File: src/rtl/cpu_pkg.sv
// Shared CPU datapath definitions: word width, divider FSM states and the
// decoder's divide/remainder opcode encodings.
package cpu_pkg;

  localparam int WORD_WIDTH = 16;

  typedef enum logic [1:0] {
    DIV_IDLE,
    DIV_CALC,
    DIV_FIX,
    DIV_DONE
  } div_state_t;

  // Opcode encodings the decoder uses to route work to the divider.
  localparam logic [3:0] DIVU = 4'h8;
  localparam logic [3:0] DIVS = 4'h9;
  localparam logic [3:0] REMU = 4'hA;
  localparam logic [3:0] REMS = 4'hB;

endpackage

File: src/rtl/div_step.sv
// One restoring-division iteration, purely combinational: shift in the next
// dividend bit, trial-subtract the divisor, and keep the difference or restore.
module div_step #(
  parameter int WIDTH = 16
) (
  input  logic [WIDTH-1:0] rem_i,
  input  logic             bit_i,
  input  logic [WIDTH-1:0] divisor_i,
  output logic [WIDTH-1:0] rem_o,
  output logic             q_o
);

  logic [WIDTH:0] shifted;
  logic [WIDTH:0] diff;
  logic           borrow;

  always_comb begin
    shifted          = {rem_i, bit_i};
    {borrow, diff}   = {1'b0, shifted} - {2'b00, divisor_i};
    q_o              = ~borrow;
    // A successful subtract always leaves a value below the divisor, so the
    // low WIDTH bits hold the whole result in either branch.
    rem_o            = borrow ? shifted[WIDTH-1:0] : diff[WIDTH-1:0];
  end

endmodule

File: src/rtl/divider.sv
// Iterative restoring divider, signed or unsigned; 17 edges from accept to done
// (1 for divide-by-zero). start is ignored while busy; results hold until the next accept.
module divider
  import cpu_pkg::*;
#(
  parameter int WIDTH = WORD_WIDTH
) (
  input  logic             clk,
  input  logic             rst,
  input  logic             start,
  input  logic             signed_op,
  input  logic [WIDTH-1:0] a,
  input  logic [WIDTH-1:0] b,
  output logic             busy,
  output logic             done,
  output logic [WIDTH-1:0] quot,
  output logic [WIDTH-1:0] rem,
  output logic             div_zero
);

  localparam int CNT_W = $clog2(WIDTH);

  div_state_t       state_q, state_d;
  logic [CNT_W-1:0] cnt_q, cnt_d;
  logic [WIDTH-1:0] dvs_q, dvs_d;
  logic [WIDTH-1:0] pr_q, pr_d;
  logic [WIDTH-1:0] qd_q, qd_d;
  logic             neg_q_q, neg_q_d;
  logic             neg_r_q, neg_r_d;
  logic [WIDTH-1:0] quot_q, quot_d;
  logic [WIDTH-1:0] rem_q, rem_d;
  logic             div_zero_q, div_zero_d;
  logic             busy_q, busy_d;
  logic             done_q, done_d;

  logic [WIDTH-1:0] a_abs;
  logic [WIDTH-1:0] b_abs;
  logic [WIDTH-1:0] step_rem;
  logic             step_q;

  assign a_abs = (signed_op && a[WIDTH-1]) ? WIDTH'(-a) : a;
  assign b_abs = (signed_op && b[WIDTH-1]) ? WIDTH'(-b) : b;

  // qd_q starts as |a| and, as dividend bits leave at the top, quotient bits
  // enter at the bottom; after WIDTH iterations it holds the magnitude quotient.
  div_step #(
    .WIDTH(WIDTH)
  ) u_step (
    .rem_i    (pr_q),
    .bit_i    (qd_q[WIDTH-1]),
    .divisor_i(dvs_q),
    .rem_o    (step_rem),
    .q_o      (step_q)
  );

  always_comb begin
    state_d    = state_q;
    cnt_d      = cnt_q;
    dvs_d      = dvs_q;
    pr_d       = pr_q;
    qd_d       = qd_q;
    neg_q_d    = neg_q_q;
    neg_r_d    = neg_r_q;
    quot_d     = quot_q;
    rem_d      = rem_q;
    div_zero_d = div_zero_q;
    busy_d     = busy_q;
    done_d     = 1'b0;

    case (state_q)
      DIV_IDLE, DIV_DONE: begin
        busy_d  = 1'b0;
        state_d = DIV_IDLE;
        if (start) begin
          dvs_d   = b_abs;
          qd_d    = a_abs;
          pr_d    = '0;
          cnt_d   = '0;
          neg_q_d = signed_op & (a[WIDTH-1] ^ b[WIDTH-1]);
          neg_r_d = signed_op & a[WIDTH-1];
          if (b == '0) begin
            state_d    = DIV_DONE;
            quot_d     = '1;
            rem_d      = a;
            div_zero_d = 1'b1;
            done_d     = 1'b1;
          end else begin
            state_d    = DIV_CALC;
            div_zero_d = 1'b0;
            busy_d     = 1'b1;
          end
        end
      end

      DIV_CALC: begin
        pr_d  = step_rem;
        qd_d  = {qd_q[WIDTH-2:0], step_q};
        cnt_d = cnt_q + CNT_W'(1);
        if (cnt_q == CNT_W'(WIDTH - 1)) begin
          state_d = DIV_FIX;
        end
      end

      DIV_FIX: begin
        // Truncating division: quotient sign from the operand signs,
        // remainder sign follows the dividend.
        quot_d  = neg_q_q ? WIDTH'(-qd_q) : qd_q;
        rem_d   = neg_r_q ? WIDTH'(-pr_q) : pr_q;
        state_d = DIV_DONE;
        busy_d  = 1'b0;
        done_d  = 1'b1;
      end

      default: begin
        state_d = DIV_IDLE;
        busy_d  = 1'b0;
      end
    endcase
  end

  always_ff @(posedge clk) begin
    if (rst) begin
      state_q    <= DIV_IDLE;
      cnt_q      <= '0;
      dvs_q      <= '0;
      pr_q       <= '0;
      qd_q       <= '0;
      neg_q_q    <= 1'b0;
      neg_r_q    <= 1'b0;
      quot_q     <= '0;
      rem_q      <= '0;
      div_zero_q <= 1'b0;
      busy_q     <= 1'b0;
      done_q     <= 1'b0;
    end else begin
      state_q    <= state_d;
      cnt_q      <= cnt_d;
      dvs_q      <= dvs_d;
      pr_q       <= pr_d;
      qd_q       <= qd_d;
      neg_q_q    <= neg_q_d;
      neg_r_q    <= neg_r_d;
      quot_q     <= quot_d;
      rem_q      <= rem_d;
      div_zero_q <= div_zero_d;
      busy_q     <= busy_d;
      done_q     <= done_d;
    end
  end

  assign busy     = busy_q;
  assign done     = done_q;
  assign quot     = quot_q;
  assign rem      = rem_q;
  assign div_zero = div_zero_q;

endmodule
File: config.mk
export PLATFORM = sky130hd
export DESIGN_NAME = divider
export DESIGN_NICKNAME = d
export VERILOG_FILES = /design/src/rtl/cpu_pkg.sv /design/src/rtl/div_step.sv /design/src/rtl/divider.sv
export SDC_FILE = /design/constraint.sdc
export NUM_CORES = 1
export LEC_CHECK = 0
export CAP_MARGIN = 10
export CELL_PAD_IN_SITES_DETAIL_PLACEMENT = 0
export CELL_PAD_IN_SITES_GLOBAL_PLACEMENT = 1
export CORE_ASPECT_RATIO = 0.7
export CORE_MARGIN = 5
export CORE_UTILIZATION = 35
export DETAILED_ROUTE_END_ITERATION = 10
export GPL_ROUTABILITY_DRIVEN = 0
export PLACE_DENSITY_LB_ADDON = 0.05
export SETUP_SLACK_MARGIN = 0.15
export SYNTH_ARGS = -nofsm -noshare
export SYNTH_HDL_FRONTEND = slang
export SYNTH_SLANG_ARGS = --single-unit
File: constraint.sdc
create_clock -name clk -period 3.24 [get_ports clk]
set_input_delay 0.486 -clock clk [delete_from_list [all_inputs] [get_ports clk]]
set_output_delay 0.486 -clock clk [all_outputs]
set_load 0.005 [all_outputs]
==> results of run 1 <==
-- layout make-up --
class                      count  area (um^2)
inverter                      32          120
tap                          200          250
timing repair buffer          93          881
clock inverter                 7         77.6
sequential                    91         1820
fill                        1582         8740
multi-input combinational    565         3530
clock buffer                   9          225
-- synthesized netlist by cell type (all sizes together) (4+ instances only) --
cell | n | share of area (%)
nor2 | 101 | 6.7
o22ai | 11 | 1.2
xor2 | 41 | 6.4
nor2b | 5 | 0.56
dfxtp | 91 | 32
and2 | 4 | 0.44
nand2 | 82 | 5.5
mux2i | 5 | 0.89
ha | 24 | 5.3
or4 | 5 | 0.73
nand4 | 5 | 0.56
a311oi | 5 | 0.89
or3 | 7 | 0.87
nand2b | 4 | 0.44
o31ai | 15 | 2.0
buf | 9 | 0.98
a211oi | 37 | 5.6
o41ai | 4 | 0.62
a21oi | 54 | 4.9
o21ai | 38 | 3.4
a32oi | 7 | 1.1
inv | 32 | 2.1
a31oi | 16 | 1.8
a21o | 5 | 0.67
clkbuf | 28 | 1.9
nand3 | 20 | 1.8
nor3 | 11 | 0.98
xnor2 | 26 | 4.0
-- metrics by stage --
stage | instances | utilization, % | cell area (um^2)
finish | 997 | 44.2 | 6910
global route | 997 | 44.2 | 6910
CTS | 997 | 44.2 | 6910
detailed placement | 981 | 42.2 | 6600
global placement | 981 | 42.2 | 6600
floorplan | 725 | - | 5630
-- layer usage --
metal  track usage (%)  routed length [um]  vias up  part of all wire, %
li1                  -                   -     2720                    -
met1              28.9                9640     2526                   56
met2              25.1                6510      122                   38
met3              3.84                 833       10                  4.9
met4              4.11                 168        0                 0.98
met5                 0                   0        -                    0
-- path summary, 6_finish.rpt --
kind	to	slack, ns	depth (start not counted)
max	pr_q[8]	0.42	9
min	dvs_q[15]	0.46	2
max reg2reg	pr_q[8]	0.42	9
min reg2reg	dvs_q[15]	0.46	2
-- worst register-to-register path: cells and delay by family (launching register included) --
family | cells | cell delay [ns]
buffers and inverters | 1 | 0.08
AND/OR/NAND/NOR | 4 | 1.00
multiplexers | 1 | 0.36
flip-flops | 1 | 0.35
adder cells (fa/ha/maj) | 1 | 0.43
AO/OA/AOI/OAI | 2 | 0.47
-- layout by cell type, fill, tap and decap left out, types with 5 or more instances in the layout --
| cell | netlist | final |
|---|---|---|
| nor3_1 | 11 | 11 |
| o31ai_1 | 15 | 15 |
| nand4_1 | 5 | 5 |
| a211oi_1 | 29 | 29 |
| nand2_1 | 82 | 82 |
| a21oi_1 | 53 | 53 |
| ha_1 | 24 | 24 |
| buf_4 | 1 | 22 |
| o22ai_1 | 11 | 11 |
| clkbuf_16 | 0 | 9 |
| a31oi_1 | 16 | 16 |
| clkdlybuf4s50_1 | 0 | 69 |
| nand3_1 | 20 | 20 |
| a32oi_1 | 7 | 7 |
| mux2i_1 | 5 | 5 |
| inv_1 | 32 | 32 |
| nor2b_1 | 5 | 5 |
| xor2_1 | 41 | 41 |
| or3_1 | 6 | 6 |
| a211oi_2 | 8 | 8 |
| nor2_1 | 101 | 101 |
| dfxtp_1 | 91 | 91 |
| o21ai_0 | 38 | 38 |
| xnor2_1 | 26 | 26 |
| a21o_1 | 5 | 5 |
-- power by group --
| group | switching [W] | total [W] | internal, W | leakage (nW) |
|---|---|---|---|---|
| Sequential | 0.000228 | 0.00160 | 0.00137 | 0.741 |
| Clock | 0.000481 | 0.00108 | 0.000604 | 0.146 |
| Combinational | 0.00151 | 0.00254 | 0.00103 | 1.73 |
-- state kept, by name (all words and copies together) (netlist names) --
name      flops
cnt_q         4
neg_q_q       1
pr_q         16
div_zero      1
rem          16
qd_q         16
busy          1
neg_r_q       1
state_q       2
dvs_q        16
done          1
quot         16
-- cell families after synthesis --
kind of cell               Yosys count  share of synthesized area, %
adders and majority gates           25                          5.69
muxes                                7                          1.29
and+or+nand+nor                    258                          20.7
AOI/OAI and AO/OA                  208                          24.6
xor gates and xnor gates            67                          10.4
DFF                                 91                          32.3
buffers and inverters               69                          4.98
==> results.md, run 1 <==
* CTS tree: done
* Vias in the first global route at 5066
* Setup Buffers After CTS at 0
* Core ar. at 15600 um^2
* Critical path's top delay family: simple AND/OR/NAND/NOR gates
* CP Data Required Time at 3.46 ns
* Yosys warns at 0
* Cell count after synthesis at 725
* Hold slack final at 0.463 ns
* Antenna fix cells at 0
* Drt wl/cell at 17.2 um
* Synth Net Count at 786
* Overflow left after global routing at 0
* Worst skew pair latency at 0.35 ns
* Top Ports at 71
* Die width at 162 um
* HP Start: dvs_q[15]
* Critical path launch point type: register
* # rows at 38
* Vias per cell at 5.39
* Yosys cell types at 58
* Outcome: completed
* Static leakage at 2.62 nW
* VDD IR max at 0.283 mV
* H-tree Lvls at 3
* Initial DRT Pass Iterations at 5
* Cts bufs inserted at 9
* Detail Route Antenna Nets at 0
* CP peak stage delay at 0.56 ns
* F_max at 355 MHz
* Critical path class: reg2reg
* Max_slew headroom at 54.5%
* Signal arrival time at the worst endpoint at 3.04 ns
* Clock Pin Slew Worst Setup and Hold Paths at 0.07 ns
* Worst Tran Pin Value at 0.680 ns
* Vias after detailed routing at 5378
* Largest net degree at the start of global routing at 44
* Global-route wire length before repair at 27.4 mm
* Cells along the critical path: inv_1 -> ha_1 -> nand4_1 -> or4_1 -> nor2b_1 -> a211o_1 -> mux2_1 -> a22oi_1 -> nor2_1
* CTS sink count at 91
* DRC at 0
* Fin. max-slew vios at 0
* Effective utilization at floorplan at 36.0%
* CP max FO at 7
* Mapped Avg Cell Area at 7.77 um^2
* Hold_buf cts at 0
* Cells resized by post-CTS repair at 0
* Total wire length at 17.1 mm
* HP Class: reg2reg
* Share of layout cells above drive strength 1 at 7.28%
* PwrDens at 756 nW/um^2
* Finish-stage setup viols at 0
* DP HPWL at 13.3 mm
* Clock Path Buffers at 2
* Clock Skew at 0.0113 ns
* GRT Total Usage at 18.3%
* Max-cap viol count at 0
* CP max stage cell: or4_1
* Tmin final at 2.82 ns
* Asr flop ratio synth at 0%
* Initial antenna violation count at 0
* Nets at 853
* RSZ-0062 raised after global routing: no
* IO buf count at 70
* Die height at 116 um
* Final period utilization at 87.0%
* Hold Vio Cnt, Final at 0
* Sequential area share after synthesis at 32.3%
* Die area at 18800 um^2
* R2R Path Start: dvs_q[13]
* Primary FF master, synth: dfxtp_1
* Total Neg Setup Slack at 0 ns
* #FFs+latches synth at 91
* Synth-to-Final Area Change at 22.6%
* Power, Total at 0.00522 W
* Area of the mapped netlist at 5630 um^2
* Buf+Inv Stages, Crit Path at 1
* Worst Setup End Kind: register
* Post-synth EDFFs at 0
* Starting DRC count in detailed routing at 326
* Final worst slack at 0.420 ns
* Worst slack at placement at 0.161 ns
* Critical path origin: dvs_q[13]
* Clock root cell: clkbuf_16
Note: power is estimated with default switching activity, not from simulation.
==> run 2, diff against run 1 <==
clock period = 3.15 ns   (was 3.24 ns; I/O delays follow)
==> run 2 against run 1 <==
Against the previous run: combinational power up 4%; sequential power up 2%; utilization up 0.45 points; setup slack worse by 0.11 ns; die area unchanged; largest cell class unchanged; non-clock buffer count up 4; clock skew down 0.0031 ns.
==> results.md, run 2 (synthesis results as in run 1) <==
* Setup Buffers After CTS at 0
* Max_slew headroom at 52.1%
* Int Pwr at 0.00326 W
* Most frequent cells in the layout: nor2_1 (101), dfxtp_1 (91), nand2_1 (82), clkdlybuf4s50_1 (69), a21oi_1 (53)
* Overflow left after global routing at 0
* Effective utilization at floorplan at 36.0%
* Largest net degree at the start of global routing at 53
* Core ar. at 15600 um^2
* Static leakage at 2.66 nW
* Vias in the first global route at 5242
* Die area at 18800 um^2
* IO buf count at 70
* HP Class: reg2reg
* Die height at 116 um
* Detail Route Antenna Nets at 0
* Initial DRT Pass Iterations at 5
* Clock root cell: clkbuf_16
* Clock Skew at 0.00820 ns
* F_max at 352 MHz
* Starting DRC count in detailed routing at 322
* Finish-stage setup viols at 0
* VDD IR max at 0.320 mV
* Cts bufs inserted at 9
* Total Neg Setup Slack at 0 ns
* Clock Pin Slew Worst Setup and Hold Paths at 0.07 ns
* Final cell count without fillers at 1001
* Cells resized by post-CTS repair at 0
* Worst skew pair latency at 0.35 ns
* FF/Latch Area at 1820 um^2
* Hold path cells at 2
* Worst Tran Pin Value at 0.716 ns
* Fillers at 1561
* RSZ-0062 raised after global routing: no
* Top Ports at 71
* PwrDens at 794 nW/um^2
* Die width at 162 um
* CP Data Required Time at 3.38 ns
* Clock Power Share at 23.0%
* Synth-to-Final Area Change at 23.9%
* Critical path class: reg2reg
* Initial antenna violation count at 0
* Final period utilization at 90.2%
* Tmin final at 2.84 ns
* Vias per cell at 5.35
* Worst Setup End Kind: register
* Sw frac at 41.1%
* Total wire length at 17.4 mm
* Max-cap viol count at 0
* DRC at 0
* Hold_buf cts at 0
* Signal arrival time at the worst endpoint at 3.07 ns
* CTS sink count at 91
* Reg2reg path depth at 11
* Placed cells at 985
* # rows at 38
* Share of layout cells above drive strength 1 at 7.74%
* Nets at 857
* Drt wl/cell at 17.4 um
* H-tree Lvls at 3
* Sequential power share at 29.6%
* Outcome: completed
* Global-route wire length before repair at 28.3 mm
* Vias after detailed routing at 5351
* GRT Total Usage at 18.8%
* Hold Vio Cnt, Final at 0
* Switch Pwr at 0.00228 W
* Critical path launch point type: register
* Fin. max-slew vios at 0
* DP HPWL at 13.4 mm
* CTS tree: done
* Comb power frac at 47.4%
* Most common cell after layout, fill and taps aside: nor2_1
* CP max FO at 3
* Antenna fix cells at 0
* Area of the multi-input gates at 3530 um^2
* Clock Path Buffers at 2
-- run 2: changes by cell type in the layout (fill, tap and decap cells not counted) --
| cell | previous run | this run |
|---|---|---|
| a211o_1 | 3 | 2 |
| a211o_2 | 0 | 1 |
| buf_4 | 22 | 26 |
| bufinv_16 | 1 | 3 |
| clkbuf_1 | 0 | 1 |
| clkinv_4 | 3 | 1 |
| clkinvlp_4 | 1 | 0 |
-- run 2: worst max-delay path: stages (launching register included) --
cell and delay (ns):
dfxtp_1 0.34, inv_1 0.19, ha_1 0.21, inv_1 0.06, fa_1 0.40, a21o_1 0.23, a31oi_1 0.32, o21ai_0 0.24
xor2_1 0.19, mux2_1 0.31, a22oi_1 0.15, nor2_1 0.05
-- run 2: cell type report --
type	count	share of cell area, %
well taps	200	3.59
repair buffers	97	13.1
multi-input cells	565	50.6
inverters	32	1.72
clock inverters	6	1.61
clock buffers	10	3.28
flip-flops and latches	91	26.1
-- run 2: metal layers --
layer / up-vias / GRT usage [%] / wire, um
met5: - / 0 / 0
met4: 0 / 3.89 / 96
met3: 7 / 3.95 / 807
met2: 128 / 26.7 / 6860
met1: 2492 / 29.0 / 9610
li1: 2724 / - / -
-- run 2: path summary, 6_finish.rpt --
| kind | start | endpoint | slack (ns) |
|---|---|---|---|
| max reg2reg | qd_q[15] | pr_q[8] | 0.31 |
| min | dvs_q[15] | dvs_q[15] | 0.46 |
| max | qd_q[15] | pr_q[8] | 0.31 |
| min reg2reg | dvs_q[15] | dvs_q[15] | 0.46 |
-- run 2: through the flow --
| stage | total power (W) | instance area (um^2) | hold slack (ns) | util (%) | setup slack [ns] |
|---|---|---|---|---|---|
| finish | 0.00554 | 6980 | 0.457 | 44.6 | 0.308 |
| global route | 0.00595 | 6980 | 0.486 | 44.6 | 0.150 |
| CTS | 0.00558 | 6980 | 0.463 | 44.6 | 0.333 |
| floorplan | 0.00335 | 5630 | 0.432 | - | 0.624 |
| global placement | 0.00423 | 6630 | 0.447 | 42.4 | 0.162 |
| detailed placement | 0.00428 | 6630 | 0.454 | 42.4 | 0.0998 |
-- run 2: power groups by stage --
stage | registers, W | clock network [W] | logic (W)
6_report | 0.00164 | 0.00127 | 0.00263
5_1_grt | 0.00168 | 0.00134 | 0.00293
4_1_cts | 0.00164 | 0.00131 | 0.00263
3_5_place_dp | 0.00166 | 0 | 0.00261
3_3_place_gp | 0.00166 | 0 | 0.00258
2_1_floorplan | 0.00160 | 0 | 0.00175
==> run 3, diff against run 2 <==
SLEW_MARGIN = 10   (was not set)
SYNTH_HIERARCHICAL = 1   (was not set)
==> run 3 against run 2 <==
Against the previous run: utilization fell by 1.1 points; non-clock buffer count rose by 5; wire length rose by 11%; largest cell class unchanged.
==> results.md, run 3 <==
* Nets at 912
* Post-Route Utilization at 43.5%
* Clock root cell: clkbuf_16
* Critical path launch point type: register
* Worst Setup End Kind: register
* Top cells by area, synth: dfxtp_1 (30%), a21oi_1 (5.9%), nand2_1 (5.2%)
* Primary FF master, synth: dfxtp_1
* CTS sink count at 91
* H-tree Lvls at 3
* Fin. max-slew vios at 0
* Worst slack at placement at 0.273 ns
* Reg2reg path depth at 12
* Hold path cells at 2
* IO buf count at 70
* Critical path class: reg2reg
* Share of layout cells above drive strength 1 at 8.06%
* Static leakage at 2.72 nW
* Asr flop ratio synth at 0%
* Setup Buffers After CTS at 0
* Detail Route Antenna Nets at 0
* Total Neg Setup Slack at 0 ns
* PwrDens at 733 nW/um^2
* Starting DRC count in detailed routing at 391
* Yosys warns at 6
* Synth Net Count at 848
* Synth Area in Adders at 5.32%
* Total wire length at 19.3 mm
* DP HPWL at 14.8 mm
* Cell with the most instances after synthesis: dfxtp_1
* Die area at 20000 um^2
* HP Class: reg2reg
* CP peak stage delay at 0.41 ns
* Area of the mapped netlist at 6020 um^2
* Final period utilization at 86.2%
* Sequential area share after synthesis at 30.3%
* Core ar. at 17000 um^2
* Clock Path Buffers at 2
* CP max FO at 3
* Hold Vio Cnt, Final at 0
* Clock Pin Slew Worst Setup and Hold Paths at 0.07 ns
* Top Ports at 71
* Synth Area in Compound Gates at 25.6%
* Design area at 7400 um^2
* Effective utilization at floorplan at 35.4%
* # rows at 40
* Die height at 120 um
* RSZ-0062 raised after global routing: no
* VDD IR max at 0.398 mV
* GRT Total Usage at 19.1%
* Initial DRT Pass Iterations at 5
* F_max at 368 MHz
* DRC at 0
* Multiplexer area fraction after synthesis at 3.05%
* Largest net degree at the start of global routing at 79
* Most frequent cells in the layout: dfxtp_1 (91), nand2_1 (84), nor2_1 (76), a21oi_1 (71), clkdlybuf4s50_1 (69)
* #FFs+latches synth at 91
* Clock Skew at 0.00944 ns
* Initial antenna violation count at 0
* Drt wl/cell at 17.7 um
* Synth Area in XOR/XNOR at 8.14%
* Most common cell after layout, fill and taps aside: dfxtp_1
* Vias per cell at 5.43
* CP Data Required Time at 3.38 ns
* Post-synth top cells: dfxtp_1 (91), nand2_1 (84), nor2_1 (76)
* Max_slew headroom at 36.7%
* CTS tree: done
* Simple-gate share of the synthesized area at 21.4%
* Finish-stage setup viols at 0
* Antenna fix cells at 0
* Max-cap viol count at 0
* Yosys cell types at 66
* Mapped Avg Cell Area at 7.65 um^2
* Area after DPL at 7090 um^2
* Post-synth EDFFs at 0
* CP max stage cell: fa_1
* Vias in the first global route at 5411
* Final worst slack at 0.436 ns
* Vias after detailed routing at 5898
* Die width at 167 um
* Global-route wire length before repair at 30.5 mm
* Overflow left after global routing at 0
* Hold_buf cts at 0
* Cts bufs inserted at 9
* Largest family of logic cells by synthesized area: compound AO/OA/AOI/OAI gates
* Cells along the critical path: inv_1 -> ha_1 -> inv_1 -> fa_1 -> a211oi_1 -> o211ai_1 -> a31o_2 -> a21oi_1 -> xnor2_1 -> mux2_4 -> nand3_1 -> a21oi_1
* Tmin final at 2.71 ns
* Synth top area share at 30.3%
* Outcome: completed
* Worst skew pair latency at 0.36 ns
* Cells resized by post-CTS repair at 0
* Cell count after synthesis at 787
* Worst Tran Pin Value at 0.949 ns
* Synth-to-Final Area Change at 22.9%
* Signal arrival time at the worst endpoint at 2.94 ns
* Post-synth top area cell: dfxtp_1
==> run 3: cell types whose count changed in the layout (fill, tap and decap cells not counted), sizes merged, moves of 8 or more <==
cell and change:
nor2 -25, a211oi -18, a21oi +18, inv +15, a311oi +11, nand3 +10
a211o +9, nor3 +9, o22ai -9, mux2 +8
==> run 3: worst paths after layout <==
check,start,end,slack (ns)
setup / recovery,qd_q[15],pr_q[10],0.44
hold / removal,rem[1],rem[1],0.45
setup reg to reg,qd_q[15],pr_q[10],0.44
hold reg to reg,rem[1],rem[1],0.45
==> run 3: logic make-up after synthesis <==
logic type,after synthesis
AOI/OAI and AO/OA,234
xor gates and xnor gates,56
adders and majority gates,25
buffers and inverters,95
DFF,91
muxes,16
and+or+nand+nor,270
==> run 3: cell type report <==
type                       count  area [um^2]
clock inverter                 6         71.3
tap                          231          289
sequential                    91         1820
clock buffer                  10          239
timing repair buffer         102          973
fill                        1751         9620
inverter                      46          173
multi-input combinational    601         3830
==> run 3: metal layers <==
metal | global-route usage (%) | up-vias | routed length, um | share of wire [%]
met5 | 0 | - | 0 | 0
met1 | 31.0 | 2758 | 10700 | 55
li1 | - | 2978 | - | -
met2 | 25.2 | 148 | 7350 | 38
met4 | 4.19 | 0 | 195 | 1.0
met3 | 3.69 | 14 | 1030 | 5.4
==> run 3: power breakdown <==
part / internal (W) / total [W] / leakage [nW] / switching [W]
clock: 0.000644 / 0.00115 / 0.146 / 0.000503
sequential: 0.00136 / 0.00157 / 0.741 / 0.000206
combinational: 0.00111 / 0.00271 / 1.83 / 0.00160
==> run 3: through the flow <==
step	hold WS (ns)	instances	total power [W]
detailed placement	0.445	1071	0.00428
global route	0.472	1087	0.00582
floorplan	0.425	787	0.00335
CTS	0.456	1087	0.00544
global placement	0.443	1071	0.00426
finish	0.451	1087	0.00543
==> run 3: worst max-delay path, delay by kind of cell (launching register included) <==
family                   cells  cell delay (ns)
XOR/XNOR                     1             0.09
adder cells (fa/ha/maj)      2             0.57
AND/OR/NAND/NOR              1             0.08
multiplexers                 1             0.27
AO/OA/AOI/OAI                5             1.12
flip-flops                   1             0.33
buffers and inverters        2             0.13
